[config.mk]
export PLATFORM = sky130hd
export DESIGN_NAME = sprite_evaluator
export DESIGN_NICKNAME = d
export VERILOG_FILES = /design/src/rtl/ppu_sprite_pkg.sv /design/src/rtl/sprite_range_check.sv /design/src/rtl/sprite_evaluator.sv
export SDC_FILE = /design/constraint.sdc
export NUM_CORES = 1
export LEC_CHECK = 0
export ABC_AREA = 1
export BUFFER_PORTS_ARGS = -buffer_cell sky130_fd_sc_hd__buf_2
export CORE_MARGIN = 4
export CORE_UTILIZATION = 59
export CTS_CLUSTER_DIAMETER = 60
export CTS_CLUSTER_SIZE = 28
export DETAILED_ROUTE_END_ITERATION = 7
export GPL_ROUTABILITY_DRIVEN = 0
export PLACE_DENSITY = 0.95
export SETUP_SLACK_MARGIN = 0.5
export SYNTH_ARGS = -nofsm -noshare
export SYNTH_HDL_FRONTEND = slang
export SYNTH_SLANG_ARGS = --single-unit
[constraint.sdc]
create_clock -name clock -period 4.8 [get_ports clock]
set_clock_uncertainty 0.15 [all_clocks]
set_input_delay 0.24 -clock clock [delete_from_list [all_inputs] [get_ports clock]]
set_output_delay 0.24 -clock clock [all_outputs]
set_load 0.01 [all_outputs]
[src/rtl/ppu_sprite_pkg.sv]
// Shared types and constants for the PPU sprite evaluation logic.
package ppu_sprite_pkg;

  typedef enum logic [2:0] {
    IDLE,
    CLEAR,
    EVAL,
    OVF_SCAN,
    DONE
  } eval_state_t;

  localparam int OAM_ENTRIES_DEF = 64;
  localparam int SEC_SLOTS_DEF   = 8;
  localparam int SPRITE_H8       = 8;
  localparam int SPRITE_H16      = 16;

  localparam logic [7:0] SEC_EMPTY = 8'hFF;

endpackage

[src/rtl/sprite_range_check.sv]
// Combinational test of whether a sprite Y position covers the current scanline.
module sprite_range_check
  import ppu_sprite_pkg::*;
(
  input  logic [8:0] scanline,
  input  logic [7:0] Y,
  input  logic       h16,
  output logic       hit
);

  logic [8:0] w_diff;

  // Sprites above the line wrap to a large unsigned value and fail both limits.
  assign w_diff = scanline - {1'b0, Y};
  assign hit    = h16 ? (w_diff < 9'(SPRITE_H16)) : (w_diff < 9'(SPRITE_H8));

endmodule

[src/rtl/sprite_evaluator.sv]
// Per-scanline sprite evaluation: clears secondary OAM, copies in-range sprites, flags overflow.
// Define SPRITE_OVERFLOW_BUG_EN to reproduce the diagonal byte walk of the original overflow scan.
module sprite_evaluator
  import ppu_sprite_pkg::*;
#(
  parameter int OAM_ENTRIES = OAM_ENTRIES_DEF,
  parameter int SEC_SLOTS   = SEC_SLOTS_DEF
) (
  input  logic       clock,
  input  logic       reset_N,
  input  logic       clock_EN,
  input  logic [8:0] dot,
  input  logic [8:0] scanline,
  input  logic       render_en,
  input  logic       sprite_h16,
  output logic [7:0] oam_addr,
  input  logic [7:0] oam_data,
  output logic [4:0] sec_addr,
  output logic [7:0] sec_wdata,
  output logic       sec_write,
  output logic [3:0] sprite_count,
  output logic       sprite0_next,
  output logic       sprite_overflow
);

  localparam int N_W    = $clog2(OAM_ENTRIES);
  localparam int SLOT_W = $clog2(SEC_SLOTS);
  localparam logic [N_W-1:0] N_LAST     = N_W'(OAM_ENTRIES - 1);
  localparam logic [SLOT_W:0] SLOT_LAST = (SLOT_W + 1)'(SEC_SLOTS - 1);

  eval_state_t r_state;
  eval_state_t w_stateNext;

  logic [N_W-1:0]  r_n, w_nNext, w_nInc;
  logic [1:0]      r_m, w_mNext;
  logic [SLOT_W:0] r_slot, w_slotNext;
  logic            r_s0, w_s0Next;
  logic [7:0]      r_latch;
  logic [3:0]      r_spriteCount;
  logic            r_sprite0Next;
  logic            r_overflow;

  logic       w_qual;
  logic       w_hit;
  logic       w_latchEn;
  logic       w_latchOut;
  logic       w_setOvf;
  logic       w_secWrite;
  logic [4:0] w_secAddr;
  logic [7:0] w_secWdata;
  logic [7:0] w_oamAddr;

  assign w_qual = render_en && (scanline <= 9'd239);
  assign w_nInc = (r_n == N_LAST) ? '0 : r_n + 1'b1;

  sprite_range_check u_rangeCheck (
    .scanline (scanline),
    .Y        (r_latch),
    .h16      (sprite_h16),
    .hit      (w_hit)
  );

  always_ff @(posedge clock or negedge reset_N) begin
    if (!reset_N) begin
      r_state <= IDLE;
    end else if (clock_EN) begin
      r_state <= w_stateNext;
    end
  end

  // Odd dots fetch from primary OAM; even dots act on the fetched byte.
  always_comb begin
    w_stateNext = r_state;
    w_nNext     = r_n;
    w_mNext     = r_m;
    w_slotNext  = r_slot;
    w_s0Next    = r_s0;
    w_latchEn   = 1'b0;
    w_latchOut  = 1'b0;
    w_setOvf    = 1'b0;
    w_secWrite  = 1'b0;
    w_secAddr   = '0;
    w_secWdata  = '0;
    w_oamAddr   = '0;

    if (!w_qual) begin
      w_stateNext = IDLE;
    end else if (dot == 9'd257) begin
      w_stateNext = IDLE;
      w_latchOut  = (r_state != IDLE);
    end else begin
      unique case (r_state)
        IDLE: begin
          if (dot == 9'd1) begin
            w_stateNext = CLEAR;
            w_nNext     = '0;
            w_mNext     = '0;
            w_slotNext  = '0;
            w_s0Next    = 1'b0;
          end
        end
        CLEAR: begin
          if (!dot[0]) begin
            w_secWrite = 1'b1;
            w_secWdata = SEC_EMPTY;
            w_secAddr  = 5'(dot[8:1] - 8'd1);
          end
          if (dot == 9'd64) w_stateNext = EVAL;
        end
        EVAL: begin
          w_oamAddr = 8'({r_n, r_m});
          if (dot[0]) begin
            w_latchEn = 1'b1;
          end else begin
            w_secWrite = 1'b1;
            w_secWdata = r_latch;
            w_secAddr  = 5'({r_slot[SLOT_W-1:0], r_m});
            if (r_m == 2'd0 && !w_hit) begin
              w_nNext = w_nInc;
              if (r_n == N_LAST) w_stateNext = DONE;
            end else begin
              if (r_m == 2'd0 && r_n == '0) w_s0Next = 1'b1;
              w_mNext = r_m + 2'd1;
              if (r_m == 2'd3) begin
                w_nNext    = w_nInc;
                w_slotNext = r_slot + 1'b1;
                if (r_n == N_LAST) w_stateNext = DONE;
                else if (r_slot == SLOT_LAST) w_stateNext = OVF_SCAN;
              end
            end
          end
        end
        OVF_SCAN: begin
          w_oamAddr = 8'({r_n, r_m});
          if (dot[0]) begin
            w_latchEn = 1'b1;
          end else if (w_hit) begin
            w_setOvf    = 1'b1;
            w_stateNext = DONE;
          end else begin
            w_nNext = w_nInc;
`ifdef SPRITE_OVERFLOW_BUG_EN
            w_mNext = r_m + 2'd1;
`else
            w_mNext = 2'd0;
`endif
            if (r_n == N_LAST) w_stateNext = DONE;
          end
        end
        DONE: begin
        end
        default: w_stateNext = IDLE;
      endcase
    end
  end

  // The overflow flag survives evaluation and is only cleared at the start of the pre-render line.
  always_ff @(posedge clock or negedge reset_N) begin
    if (!reset_N) begin
      r_n           <= '0;
      r_m           <= '0;
      r_slot        <= '0;
      r_s0          <= 1'b0;
      r_latch       <= '0;
      r_spriteCount <= '0;
      r_sprite0Next <= 1'b0;
      r_overflow    <= 1'b0;
    end else if (clock_EN) begin
      r_n    <= w_nNext;
      r_m    <= w_mNext;
      r_slot <= w_slotNext;
      r_s0   <= w_s0Next;
      if (w_latchEn) r_latch <= oam_data;
      if (w_latchOut) begin
        r_spriteCount <= 4'(r_slot);
        r_sprite0Next <= r_s0;
      end
      if (scanline == 9'd261 && dot == 9'd1) r_overflow <= 1'b0;
      else if (w_setOvf) r_overflow <= 1'b1;
    end
  end

  assign oam_addr        = w_oamAddr;
  assign sec_write       = w_secWrite & clock_EN;
  assign sec_addr        = w_secAddr;
  assign sec_wdata       = w_secWdata;
  assign sprite_count    = r_spriteCount;
  assign sprite0_next    = r_sprite0Next;
  assign sprite_overflow = r_overflow;

endmodule
==> results by group, run 1 <==
Worst setup path
  – Worst Path Max Fanout: 13
  – Startpoint types: flop
  – CP arrival: 2740 ps
  – Worst path required time: 4410 ps
  – FF-to-FF Start: r_latch[2]
  – Setup Crit Path Kind: flop to output port
  – Setup crit start: r_state[1]
  – Worst Setup End Kind: output port

Placement
  – Post-DP HPWL: 5120 um
  – Cell Area, Placed: 2840 sq um
  – Port Buffers: 58
  – Placed cells: 471

Logic synthesis
  – Mux contribution to synthesized area: 0.895%
  – Synth unique cells: 38
  – Most used DFF post-synth: dfrtp_1
  – Largest family of logic cells by synthesized area: simple AND/OR/NAND/NOR gates
  – Compound-Gate Fraction of Synth Area: 14.7%
  – Post-synthesis xor/xnor area fraction: 0.696%
  – Average size of a mapped cell: 6.84 sq um
  – #FFs+latches synth: 30
  – Synthesized area: 2520 sq um
  – Share of flip-flops with an asynchronous set or reset: 100%
  – Post-Synth Simple-Gate Area: 37.2%
  – Post-Synth Adder-Cell Area: 6.46%
  – Cell count after synthesis: 368
  – Sequential share of the synthesized area: 29.8%
  – Syn Nets: 412
  – Post-synth EDFFs: 0
  – Synth warn: 0

Power
  – Pwr Total: 0.882 mW
  – Pwr dens: 300 nW/um^2
  – Static Leak: 1.52 nW
  – Maximum VDD drop: 0.239 mV

Detailed routing
  – WL final: 6680 um
  – DRC: 0
  – Drt first-iter violations: 258
  – Vias/cell: 5.69
  – First-pass DRT Iterations: 5
  – Routed length per instance: 13.9 um
  – DRT antenna net count: 0
  – Vias: 2732

Timing
  – Fin. Hold Viols: 0
  – Final Critical Period: 3130 ps
  – Final Cycle Share: 65.1%
  – Worst-margin pin slew: 841 ps
  – Final setup fails: 0
  – TNS Setup: 0 ps
  – Max Slew Vio Count: 0
  – Max transition margin: 43.7%
  – RSZ-0062 raised after global routing: false
  – Max Freq: 320 MHz

Die
  – Ports: 59
  – Die footprint: 5380 sq um
  – Die Y: 73.3 um
  – Starting Density: 62.0%
  – Die width: 73.3 um
  – Row Count: 23
  – Core area: 4060 sq um

Clock tree
  – CTS sink cnt: 30
  – Clock buffer depth: 2
  – CTS resizes: 0
  – CTS Root Cell: clkbuf_8
  – Clk slew on worst S/H paths: 70 ps
  – Num CTS Buffers: 5
  – CTS tree: built
  – Postcts setup bufs: 0
  – H-Tree Depth: 2
  – Hold_buf cts: 1
  – Worst-skew pair later-pin latency: 290 ps

Finish
  – Most common cell after layout, fill and taps aside: nand2_1
  – Proportion of layout cells with a drive suffix above 1: 26.5%
  – Post-Layout Cell Count: 480
  – Final Cell Area: 2940 sq um
  – Fillers: 299
  – N_diodes: 0
  – Post-layout nets: 473
  – Most frequent cells in the layout: nand2_1 (77), buf_2 (58), inv_1 (52)
  – Synthesis-to-finish area growth: 16.9%

Global routing
  – Met2 Use GR: 43.7%
  – Met3 global-route usage: 5.06%
  – Met1 Use GR: 33.9%
  – Grt total ovfl: 0
  – Gr usage total: 26.3%
  – First-pass GRT wire length: 11200 um
  – Most Crowded Layer GR: met2
  – Pin count of the biggest net entering global routing: 31
  – Initial antenna violation count: 0
  – Vias in the first global route: 2522

Outcome
  – Status: completed

Worst hold path
  – Hold WC Path Type: input pin to flop
  – Min-delay src: oam_data[0]

Flow run
  – Max Cap Viol: 0
cells by family after synthesis:
logic type                 after synthesis
AOI/OAI and AO/OA                       59
xor gates and xnor gates                 2
adders and majority gates               13
buffers and inverters                   65
DFF                                     30
muxes                                    2
and+or+nand+nor                        197
metal layers:
metal	vias to the layer above	routed length, um	share of wire (%)
met4	0	189	2.8
met1	1250	2810	42
li1	1326	-	-
met5	-	0	0
met3	22	563	8.4
met2	134	3110	47
stage by stage:
stage | hold slack, ps | worst slack (ps) | utilization (%)
after global routing | 42.6 | 1520 | 72.5
after floorplan | -206 | 2730 | -
after global placement | 153 | 2170 | 69.9
final | 44.2 | 1670 | 72.5
after CTS | 39.3 | 1740 | 72.5
after detailed placement | 162 | 2120 | 69.9
area by class of cell:
cell class | count | area (sq um) | share of cell area [%]
Clock inverter | 2 | 12.5 | 0.425
Tap cell | 50 | 62.6 | 2.13
Timing Repair Buffer | 59 | 300 | 10.2
Inverter | 60 | 225 | 7.65
Multi-Input combinational cell | 273 | 1510 | 51.3
Sequential cell | 30 | 751 | 25.5
Clock buffer | 6 | 82.6 | 2.81
path summary, 6_finish.rpt:
path | cells past startpoint | slack, ps | endpoint
setup reg to reg | 14 | 2230 | r_n[0]
min in group asynchronous | 2 | 370 | sprite_count[0]
hold / removal | 2 | 40 | r_latch[0]
hold reg to reg | 2 | 330 | sprite_count[3]
setup / recovery | 9 | 1670 | sec_wdata[2]
max in group asynchronous | 2 | 3690 | r_state[0]
power breakdown:
group | internal (mW) | switching [mW]
registers | 0.296 | 0.0393
logic | 0.118 | 0.206
clock network | 0.115 | 0.108
total | 0.529 | 0.353
state kept, by name, indices dropped and copies added (netlist names):
name	cells
sprite_overflow	1
r_latch	8
sprite_count	4
r_s0	1
r_state	3
r_slot	4
r_n	6
r_m	2
sprite0_next	1
cell usage after synthesis (2+ instances only):
| master | number | share of area [%] |
|---|---|---|
| nand3_1 | 25 | 5.0 |
| nand3b_1 | 4 | 1.2 |
| ha_1 | 13 | 6.5 |
| o21ai_1 | 3 | 0.60 |
| mux2_2 | 2 | 0.89 |
| dfrtp_1 | 30 | 30 |
| nand4_1 | 7 | 1.7 |
| or2_2 | 3 | 0.75 |
| clkinv_1 | 2 | 0.30 |
| nor2_4 | 3 | 1.3 |
| xor2_1 | 2 | 0.70 |
| nor2_2 | 7 | 1.7 |
| nand2_2 | 11 | 2.7 |
| o21ai_0 | 11 | 2.2 |
| nor4_1 | 3 | 0.75 |
| inv_1 | 52 | 7.8 |
| nor2_1 | 37 | 5.5 |
| a41oi_1 | 2 | 0.70 |
| nand2_1 | 77 | 11 |
| nand3_2 | 2 | 0.80 |
| a21oi_1 | 26 | 5.2 |
| o21ai_2 | 6 | 2.1 |
| nor3_1 | 15 | 3.0 |
| inv_2 | 6 | 0.89 |
| buf_2 | 2 | 0.40 |
| a21oi_2 | 5 | 1.7 |
worst max-delay path: stages, from the launching register on:
cell     delay (ps)
dfrtp_1         450
inv_1           130
nor2_4          190
inv_2           160
nor2_4          210
inv_2           120
nor2_1          660
nand2_1         180
a21oi_1         180
buf_2           160
Power figures use the tool's default switching activity.
==> run 2: changes to the inputs <==
ABC_AREA = 0   (was 1)
CORE_UTILIZATION = 55   (was 59)
PLACE_DENSITY = 0.91   (was 0.95)
clock period = 3.07 ns   (was 4.8 ns; I/O delays follow)
==> run 2 against run 1 <==
Effect of this change:
- power is 9.0% higher
- first-iteration DRC count increased by 97%
- critical path depth increased by 3
- largest cell class unchanged
- highest routed layer unchanged
==> results by group, run 2 <==
Outcome
  – Status: completed

Logic synthesis
  – Largest area contributor in the netlist: dfrtp_1
  – Synthesized area: 2570 sq um
  – Share of flip-flops with an asynchronous set or reset: 100%
  – Post-synth EDFFs: 0
  – Synth area leaders: dfrtp_1 (29%), ha_1 (6.3%), nor2_1 (4.5%)
  – Sequential share of the synthesized area: 29.2%
  – Most numerous cell in the Yosys netlist: nor2_1
  – Synth cell count leaders: nor2_1 (31), dfrtp_1 (30), nand2_1 (28), inv_1 (21), a21oi_1 (19)
  – Synth warn: 0
  – Average size of a mapped cell: 8.51 sq um
  – Syn Nets: 346
  – Cell count after synthesis: 302
  – #FFs+latches synth: 30
  – Most used DFF post-synth: dfrtp_1
  – Synth unique cells: 67
  – Post-synth top area share: 29.2%

Finish
  – Most common cell after layout, fill and taps aside: buf_2
  – Layout Utilization: 78.4%
  – Multi-input logic area: 1880 sq um
  – Synthesis-to-finish area growth: 35.7%
  – Area occupied by registers: 753 sq um
  – Most frequent cells in the layout: buf_2 (58), nor2_1 (29), nand2_1 (28), dfrtp_1 (28), buf_4 (24)
  – Fillers: 240
  – Proportion of layout cells with a drive suffix above 1: 40.5%
  – Post-layout nets: 436
  – Reg with most FFs: r_latch
  – Largest register FFs: 8
  – Largest registers: r_latch x8, r_n x6
  – N_diodes: 0

Power
  – Maximum VDD drop: 0.236 mV
  – Static Leak: 1.54 nW
  – Pwr dens: 276 nW/um^2

Clock tree
  – H-Tree Depth: 2
  – Clk slew on worst S/H paths: 70 ps
  – Worst-skew pair later-pin latency: 320 ps
  – CTS Root Cell: clkbuf_8
  – Num CTS Buffers: 5
  – CTS tree: built
  – Clock buffer depth: 2
  – CTS sink cnt: 30

Worst setup path
  – FF-to-FF Start: r_latch[4]
  – CP arrival: 2780 ps
  – Worst Setup End Kind: flop
  – Worst Path Max Fanout: 5
  – Worst path required time: 3110 ps
  – Startpoint types: flop
  – Setup Crit Path Kind: flop to flop
  – Setup slack, reg-to-reg: 330 ps
  – Reg2reg end: r_state[0]
  – R2R depth: 12

Die
  – Ports: 59
  – Die width: 76.3 um
  – Starting Density: 57.8%
  – Die footprint: 5830 sq um
  – Row Count: 24
  – Die Y: 76.3 um
  – Core area: 4440 sq um

Worst hold path
  – Hold endpoint: sprite_overflow
  – Hold WC Path Type: input pin to flop
  – Hold Crit Depth: 3
  – Min-delay src: scanline[3]

Detailed routing
  – Routed length per instance: 21.2 um
  – Vias/cell: 6.86
  – DRC: 0
  – DRT antenna net count: 0
  – First-pass DRT Iterations: 6
  – Vias: 3051
  – Drt first-iter violations: 509
  – WL final: 9420 um

Global routing
  – Pin count of the biggest net entering global routing: 31
  – Initial antenna violation count: 0
  – First-pass GRT wire length: 14100 um
  – Vias in the first global route: 2906
  – Gr usage total: 29.8%
  – Grt total ovfl: 0

Timing
  – Final Critical Period: 2740 ps
  – Max transition margin: 52.2%
  – Final setup fails: 0
  – TNS Setup: 0 ps
  – Worst-margin pin slew: 716 ps
  – Final Cycle Share: 89.2%
  – Max Slew Vio Count: 0
  – Fin. Hold Viols: 0
  – Max Freq: 365 MHz
  – RSZ-0062 raised after global routing: true

Flow run
  – Max Cap Viol: 0

Placement
  – Port Buffers: 58
  – Post-DP HPWL: 5240 um
run 2: changes by cell type after synthesis, moves of 7 or more:
cell,change
nand2_1,-49
inv_1,-31
nand3_1,-20
nand2_2,-11
nand2b_1,+10
nor2b_1,+8
a21oi_1,-7
nor2_2,-7
run 2: critical path, cell delays in order, from the launching register on:
cell       delay (ps)
dfrtp_1           380
inv_2              70
ha_4              300
nand2_1           110
nor2_1            230
a21oi_2           120
buf_4             160
mux2_4            330
o31ai_4           270
buf_6             160
buf_4             110
a211o_1           180
o2bb2ai_1          70
run 2: repair_timing:
| item | 4_1_cts | 5_1_grt |
|---|---|---|
| hold buffers | 9 | 0 |
| gates cloned | 0 | 0 |
| setup buffers | 9 | 14 |
| endpoints found under the setup margin | 17 | 29 |
| hold endpoints to repair | 38 | 0 |
| resized for setup | 21 | 32 |
| pin swaps | 11 | 22 |
run 2: metrics by stage:
step | area, sq um | instances | power (mW) | setup slack (ps) | hold WS, ps
6_report | 3480 | 445 | 0.961 | 331 | 113
5_1_grt | 3480 | 445 | 0.990 | 304 | 94.2
4_1_cts | 3280 | 431 | 0.915 | 487 | 88.9
3_5_place_dp | 2900 | 405 | 0.530 | 252 | 96.7
3_3_place_gp | 2900 | 405 | 0.526 | 354 | 86.9
2_1_floorplan | 2570 | 302 | 0.481 | 503 | -292
run 2: worst max-delay path by stage:
stage                 end       start  cells after the start
6_report       r_state[0]  r_latch[4]                     12
5_1_grt              r_s0  r_latch[5]                     11
4_1_cts            r_n[0]  r_latch[1]                      9
3_5_place_dp       r_n[0]  r_latch[2]                      9
3_3_place_gp       r_n[0]  r_latch[5]                      8
2_1_floorplan      r_n[0]  r_latch[5]                      8
run 2: where the power goes:
part           switching, mW  leakage, nW  total, mW  internal, mW
sequential           0.00296        0.361      0.401         0.398
clock                  0.188       0.0472      0.368         0.180
combinational          0.106         1.13      0.192        0.0855
total                  0.297         1.54      0.961         0.664
run 2: kinds of logic after synthesis:
family	share of synthesized area, %
adders and majority gates	6.33
AOI/OAI and AO/OA	25.3
buffers and inverters	5.99
muxes	4.82
and+or+nand+nor	27.6
xor gates and xnor gates	0.682
DFF	29.2
run 2: metal layers:
metal  routed length (um)  track usage (%)
met1                 3400             35.1
met2                 4270             49.3
met3                 1110             8.87
met4                  636             15.0
met5                    0                0
run 2: final cells by class:
type                    instances  share of cell area (%)
inverters                      21                    2.26
clock inverters                 2                   0.359
multi-input cells             238                    53.8
clock buffers                   6                    2.37
well taps                      52                    1.87
repair buffers                 96                    17.7
flip-flops and latches         30                    21.6
